**config.mk**
```make
export PLATFORM = sky130hd
export DESIGN_NAME = wb_cmd_master
export DESIGN_NICKNAME = d
export VERILOG_FILES = /design/src/rtl/wb_cmd_master.sv
export SDC_FILE = /design/constraint.sdc
export NUM_CORES = 1
export LEC_CHECK = 0
export BUFFER_PORTS_ARGS = -buffer_cell sky130_fd_sc_hd__buf_2
export CAP_MARGIN = 20
export CORE_MARGIN = 10
export CORE_UTILIZATION = 48
export DETAILED_ROUTE_END_ITERATION = 12
export GPL_TIMING_DRIVEN = 0
export MAX_ROUTING_LAYER = met4
export PLACE_DENSITY_LB_ADDON = 0.05
export SYNTH_ARGS = -nofsm -noshare
export SYNTH_HDL_FRONTEND = slang
export SYNTH_SLANG_ARGS = --single-unit
```
**constraint.sdc**
```tcl
create_clock -name clk -period 2.8 [get_ports clk]
set_clock_uncertainty 0.2 [all_clocks]
set_input_delay 0.56 -clock clk [delete_from_list [all_inputs] [get_ports clk]]
set_output_delay 0.56 -clock clk [all_outputs]
set_load 0.05 [all_outputs]
```
**src/rtl/wb_cmd_master.sv**
```systemverilog
// Wishbone B4 single-transaction command master.
// Accepts one command at a time on a valid/ready port, runs it as a
// pipelined Wishbone cycle (stall-aware), and returns read data / error /
// timeout status on a valid/ready response port.
module wb_cmd_master #(
  parameter int TIMEOUT_CYCLES = 255
) (
  input  logic        clk,
  input  logic        reset_n,
  input  logic        cmd_valid,
  output logic        cmd_ready,
  input  logic        cmd_we,
  input  logic [31:0] cmd_addr,
  input  logic [31:0] cmd_wdata,
  input  logic [3:0]  cmd_be,
  output logic        rsp_valid,
  input  logic        rsp_ready,
  output logic [31:0] rsp_rdata,
  output logic        rsp_err,
  output logic        rsp_timeout,
  output logic [31:0] wb_adr_o,
  output logic [31:0] wb_dat_o,
  output logic [3:0]  wb_sel_o,
  output logic        wb_we_o,
  output logic        wb_cyc_o,
  output logic        wb_stb_o,
  input  logic [31:0] wb_dat_i,
  input  logic        wb_ack_i,
  input  logic        wb_err_i,
  input  logic        wb_stall_i
);

  typedef enum logic [1:0] {
    IDLE = 2'd0,
    REQ  = 2'd1,
    WAIT = 2'd2,
    RESP = 2'd3
  } state_t;

  localparam logic [15:0] TMO_LAST = 16'(TIMEOUT_CYCLES - 1);
  localparam bit          TMO_EN   = (TIMEOUT_CYCLES != 0);

  state_t      state_q, state_d;
  logic [15:0] tmo_cnt_q;
  logic        cmd_hs, rsp_hs, tmo_expire;
  logic        bus_done, tmo_hit;

  assign cmd_hs     = cmd_valid && cmd_ready;
  assign rsp_hs     = rsp_valid && rsp_ready;
  // Counter holds cycles already spent on the bus, so expiry is the edge
  // that would complete the TIMEOUT_CYCLES-th cycle with cyc high.
  assign tmo_expire = TMO_EN && (tmo_cnt_q == TMO_LAST);

  // Next-state logic; a bus response always beats a timeout on the same edge.
  always_comb begin
    state_d  = state_q;
    bus_done = 1'b0;
    tmo_hit  = 1'b0;
    case (state_q)
      IDLE: begin
        if (cmd_hs) state_d = REQ;
      end
      REQ: begin
        if (!wb_stall_i && (wb_ack_i || wb_err_i)) begin
          bus_done = 1'b1;
          state_d  = RESP;
        end else if (tmo_expire) begin
          tmo_hit = 1'b1;
          state_d = RESP;
        end else if (!wb_stall_i) begin
          state_d = WAIT;
        end
      end
      WAIT: begin
        if (wb_ack_i || wb_err_i) begin
          bus_done = 1'b1;
          state_d  = RESP;
        end else if (tmo_expire) begin
          tmo_hit = 1'b1;
          state_d = RESP;
        end
      end
      RESP: begin
        if (rsp_hs) state_d = IDLE;
      end
      default: state_d = IDLE;
    endcase
  end

  // State register.
  always_ff @(posedge clk or negedge reset_n) begin
    if (!reset_n) state_q <= IDLE;
    else          state_q <= state_d;
  end

  // Handshake and bus-control outputs, registered from the next state.
  always_ff @(posedge clk or negedge reset_n) begin
    if (!reset_n) begin
      cmd_ready <= 1'b0;
      rsp_valid <= 1'b0;
      wb_cyc_o  <= 1'b0;
      wb_stb_o  <= 1'b0;
    end else begin
      cmd_ready <= (state_d == IDLE);
      rsp_valid <= (state_d == RESP);
      wb_cyc_o  <= (state_d == REQ) || (state_d == WAIT);
      wb_stb_o  <= (state_d == REQ);
    end
  end

  // Timeout counter: restarts per command, counts every cycle on the bus.
  always_ff @(posedge clk or negedge reset_n) begin
    if (!reset_n)                               tmo_cnt_q <= '0;
    else if (cmd_hs)                            tmo_cnt_q <= '0;
    else if ((state_q == REQ) || (state_q == WAIT)) tmo_cnt_q <= tmo_cnt_q + 16'd1;
  end

  // Latched command drives the bus directly and stays stable while stalled.
  always_ff @(posedge clk or negedge reset_n) begin
    if (!reset_n) begin
      wb_adr_o <= '0;
      wb_dat_o <= '0;
      wb_sel_o <= '0;
      wb_we_o  <= 1'b0;
    end else if (cmd_hs) begin
      wb_adr_o <= cmd_addr;
      wb_dat_o <= cmd_wdata;
      wb_sel_o <= cmd_be;
      wb_we_o  <= cmd_we;
    end
  end

  // Response capture; error wins over ack and suppresses read data.
  always_ff @(posedge clk or negedge reset_n) begin
    if (!reset_n) begin
      rsp_rdata   <= '0;
      rsp_err     <= 1'b0;
      rsp_timeout <= 1'b0;
    end else if (bus_done) begin
      rsp_rdata   <= (wb_err_i || wb_we_o) ? 32'd0 : wb_dat_i;
      rsp_err     <= wb_err_i;
      rsp_timeout <= 1'b0;
    end else if (tmo_hit) begin
      rsp_rdata   <= '0;
      rsp_err     <= 1'b0;
      rsp_timeout <= 1'b1;
    end else if (cmd_hs) begin
      rsp_rdata   <= '0;
      rsp_err     <= 1'b0;
      rsp_timeout <= 1'b0;
    end
  end

endmodule

```
== Yosys cells after proc, flatten, opt, wreduce, memory -nomap -nowiden ==
Index checks and enable logic that the tools add are counted.

* Flip-flop bits (word level): 125
* Output and inout port bits: 107
* Logic and storage cells: 59

* Add/sub/neg operators: 1
* Equality and inequality tests: 7
* Multiplexer cells: 26
* Reduce and logical (&&, ||, !) cells: 12

{| class="wikitable"
|+ Operators with widths
! kind !! count
|-
| 2-to-1 mux 32 bit || 4
|-
| 2-to-1 mux 16 bit || 2
|-
| adder 16 x 1 -> 16 bit, second input constant || 1
|-
| == test 16 x 8 -> 1 bit, second input constant || 1
|-
| 2-to-1 mux 2 bit || 7
|-
| 2-to-1 mux 1 bit || 10
|-
| == test 2 bit, second input constant || 4
|-
| case mux 2 bit (4 select lines) || 1
|-
| == test 2 x 1 -> 1 bit, second input constant || 2
|-
| zero test 2 bit || 2
|-
| logical OR 1 bit || 4
|-
| case mux 1 bit (2 select lines) || 2
|-
| logical AND 1 bit || 3
|-
| nonzero test 3 bit || 1
|-
| nonzero test 2 bit || 1
|-
| zero test 1 bit || 1
|}

== Depth between registers and ports, before layout ==
* Depth in word-level cells: 6
* Gate-level depth with buffers: 7
* Mapped depth without buffers: 7

== Least setup slack after synthesis ==
Ideal clock, no wire load.

* Path kind: register to register
* Start point: register tmo_cnt_q[10]
* End point: register wb_cyc_o
* Arrival: 2163 ps
* Slack: 311 ps
* Cell stages (with the launch flop): 6
* Buffers on the path: 0
* Period minus slack after synthesis: 2489 ps
* Path through: dfrtp_1 or4_1 or4_4 a311oi_1 a31o_2 ha_1

* Word-level cells in the longest chain between the ends: 6
* Elaborated cells between the ends (all ways): 9

{| class="wikitable"
|+ Ends and longest elaborated chain
! what !! RTL line !! text
|-
| start: declaration || 44 || <nowiki>logic [15:0] tmo_cnt_q;</nowiki>
|-
| start signal: assignment || 115 || <nowiki>else if ((state_q == REQ) || (state_q == WAIT)) tmo_cnt_q <= tmo_cnt_q + 16'd1;</nowiki>
|-
| == test 16 x 8 -> 1 bit (*) || 52 || <nowiki>assign tmo_expire = TMO_EN && (tmo_cnt_q == TMO_LAST);</nowiki>
|-
| 2-to-1 mux 2 bit, on equally long branches || 78, 67 ||
|-
| 2-to-1 mux 2 bit, on equally long branches || 75, 64 ||
|-
| case mux 2 bit (4 select lines) (*) || 59 || <nowiki>case (state_q)</nowiki>
|-
| named net state_d[1] || 43 || <nowiki>state_t state_q, state_d;</nowiki>
|-
| == test 2 x 1 -> 1 bit / == test 2 bit (equally long branches) || 106 || <nowiki>wb_cyc_o <= (state_d == REQ) || (state_d == WAIT);</nowiki>
|-
| logical OR 1 bit (*) || 106 ||
|-
| end signal: assignment || 106 ||
|-
| end: declaration || 25 || <nowiki>output logic wb_cyc_o,</nowiki>
|}

Mark *: on every way through the listed nets, which the timed path passes. The rest lies on a longest branch.
A chain may end at the register's enable or synchronous reset.

== Final worst setup path ==
Ends and elaborated chain as after synthesis.

==> out/metrics.cfg <==
[cells_and_area]
drive_gt1_frac = 0.319
layout_commonest_cell = nand2_1
area_growth_pct = 37.3
layout_common_cells = nand2_1, buf_2, dfrtp_1, nand3_1, o2bb2ai_1
nFillCells = 871
final_util = 0.684
nets = 897

[sta]
post-route-min-period_ns = 2.67
drv_slew = 0
finalCritPeriodShare = 0.953
setup_ws_ns = 0.132
fmax_mhz = 375
worstMarginPinSlew_ns = 0.713
setup-violations-final = 0
hold_ws_ns = 0.0210
rsz0062_at_grt = false
hold_viol = 0
slew-limit-headroom = 0.525

[drt]
num_vias = 4642
drt_iter0_markers = 267
routed_wl_um = 16200
via_per_inst = 4.99
firstDrtPassIters = 6
wl_per_cell_um = 17.5
remaining_drc_errors = 0
postRouteAntennaNets = 0

[run_status]
status = finished clean

[power]
vdd_drop_max_v = 0.000734
p_per_area_nw_per_um2 = 1390
p_leak_nw = 3.87

[die]
die-area_sq_um = 15400
start_util = 0.498
rows = 37
io_pins = 215
die_w_um = 124
core_area_sq_um = 10400
fp.dieH_um = 124

[global_route]
grt-ovfl-total = 0
grt_start_max_net_pins = 65
grt_antenna_before_repair = 3
grt_pass1_vias = 4834
grt.total_usage = 0.219
grt_pass1_wl_um = 25000

[synth]
async_reset_ff_frac = 1.00
syn_avg_cell_area_sq_um = 9.70
synth_edf_count = 0
syn-num-nets = 652
ys_types = 37
synth-seq-cells = 125
netlist_instances = 535
synth-seq-area-share = 0.603
syn_area_sq_um = 5190
ys.flop_type = dfrtp_1
ys_warn_count = 0

[clocking]
cts_num_sinks = 125
insertion_delay_ns = 0.53
ctsRootBufferMaster = clkbuf_8
path_clk_slew_ns = 0.06
h-tree-depth = 4
cts.path.max_buffers = 2
cts_tree = built
cts_buffers = 17

[setup_path]
arrival_ns = 2.88
cp-start-kind = flip-flop
crit_required_ns = 3.01
crit_type = flip-flop to flip-flop
cp_max_fo = 6
endpoint_kind = flip-flop

[place]
pre_cts_ws_ns = -0.289
place_congestion = 0.836
dpl.hpwl_um = 11900
port_buffers = 214

[hold_path]
hold_path.class = input port to flip-flop

[job]
drv_cap = 0

cell usage after synthesis (2+ instances only):
cell type	n	area share
nand2_1	216	0.16
dfrtp_1	125	0.60
nand3_1	36	0.035
o2bb2ai_1	32	0.054
clkbuf_1	22	0.016
nor2_1	19	0.014
ha_1	9	0.022
nand4_1	8	0.0096
xnor2_1	8	0.014
buf_1	7	0.0051
nor3_1	6	0.0058
inv_1	5	0.0036
o21ai_0	4	0.0039
xor2_1	4	0.0068
buf_6	3	0.0065
o21a_1	3	0.0043
a21oi_1	2	0.0019
a31oi_1	2	0.0024
and2_1	2	0.0024
nor4_1	2	0.0024
or2_2	2	0.0024
or3_1	2	0.0024
or4_1	2	0.0029
worst max-delay path: stages (launching register included):
cell      delay, ns
dfrtp_1        0.45
or4_1          0.56
or4_4          0.57
a311oi_2       0.34
a31o_2         0.18
ha_1           0.24
layout make-up:
cell class | instances | area [sq um] | share of cell area
diodes | 3 | 7.51 | 0.00105
plain buffers | 32 | 146 | 0.0206
well taps | 136 | 170 | 0.0239
multi-input cells | 373 | 1920 | 0.269
inverters | 5 | 18.8 | 0.00264
clock buffers | 30 | 523 | 0.0734
flip-flops and latches | 125 | 3130 | 0.439
repair buffers | 226 | 1210 | 0.170
worst paths after layout:
path | end | startpoint | cells past startpoint | slack [ns]
worst max-delay path | wb_cyc_o$_DFF_PN0_ | tmo_cnt_q[10]$_DFFE_PN0P_ | 5 | 0.13
worst min-delay path | wb_dat_o[16]$_DFFE_PN0P_ | cmd_wdata[16] | 3 | 0.02
worst max register to register | wb_cyc_o$_DFF_PN0_ | tmo_cnt_q[10]$_DFFE_PN0P_ | 5 | 0.13
worst min register to register | wb_dat_o[14]$_DFFE_PN0P_ | wb_dat_o[14]$_DFFE_PN0P_ | 2 | 0.27
max in group asynchronous | wb_dat_o[21]$_DFFE_PN0P_ | reset_n | 3 | 1.31
min in group asynchronous | state_q[1]$_DFF_PN0_ | reset_n | 2 | 0.38
state kept, by name, indices dropped and copies added (netlist names):
| signal | flops |
|---|---|
| tmo_cnt_q | 16 |
| wb_we_o | 1 |
| wb_stb_o | 1 |
| cmd_ready | 1 |
| wb_sel_o | 4 |
| wb_cyc_o | 1 |
| wb_dat_o | 32 |
| rsp_rdata | 32 |
| wb_adr_o | 32 |
| rsp_timeout | 1 |
| rsp_err | 1 |
| rsp_valid | 1 |
| state_q | 2 |
layer usage:
metal / part of all wire / routed length [um] / global-route usage
met1: 0.39 / 6340 / 0.244
met2: 0.50 / 8100 / 0.347
met3: 0.089 / 1450 / 0.0873
met4: 0.021 / 342 / 0.0892
met5: 0 / 0 / -
timing repair:
item | in CTS | in global routing
pin swaps | 1 | 0
hold endpoints to repair | 70 | 0
endpoints found under the setup margin | 30 | 31
buffers inserted | 1 | 0
hold buffers | 10 | 0
gates resized for setup | 1 | 8
power breakdown:
group          switching, mW  internal, mW
Clock                  0.724          1.22
Combinational           3.90          1.11
Sequential             0.409          2.55
Total                   5.03          4.88
cell families (layout without fill, tap and decap cells):
kind of cell | after synthesis | in the layout | share of synthesized area
AND/OR/NAND/NOR | 301 | 301 | 0.244
flip-flops | 125 | 125 | 0.603
AO/OA/AOI/OAI | 51 | 51 | 0.0801
buffers and inverters | 37 | 293 | 0.0311
XOR/XNOR | 12 | 12 | 0.0203
adder cells (fa/ha/maj) | 9 | 9 | 0.0217
other | 0 | 3 | 0
stage by stage:
step	TNS, ns	instance area [sq um]	power (mW)	instances
2_1_floorplan	0	5190	6.58	535
3_3_place_gp	-86.36	6430	7.84	885
3_5_place_dp	-7.82	6460	7.94	886
4_1_cts	0	7100	9.99	927
5_1_grt	0	7120	10.5	930
6_report	0	7120	9.91	930
(Power assumes the default switching activity.)
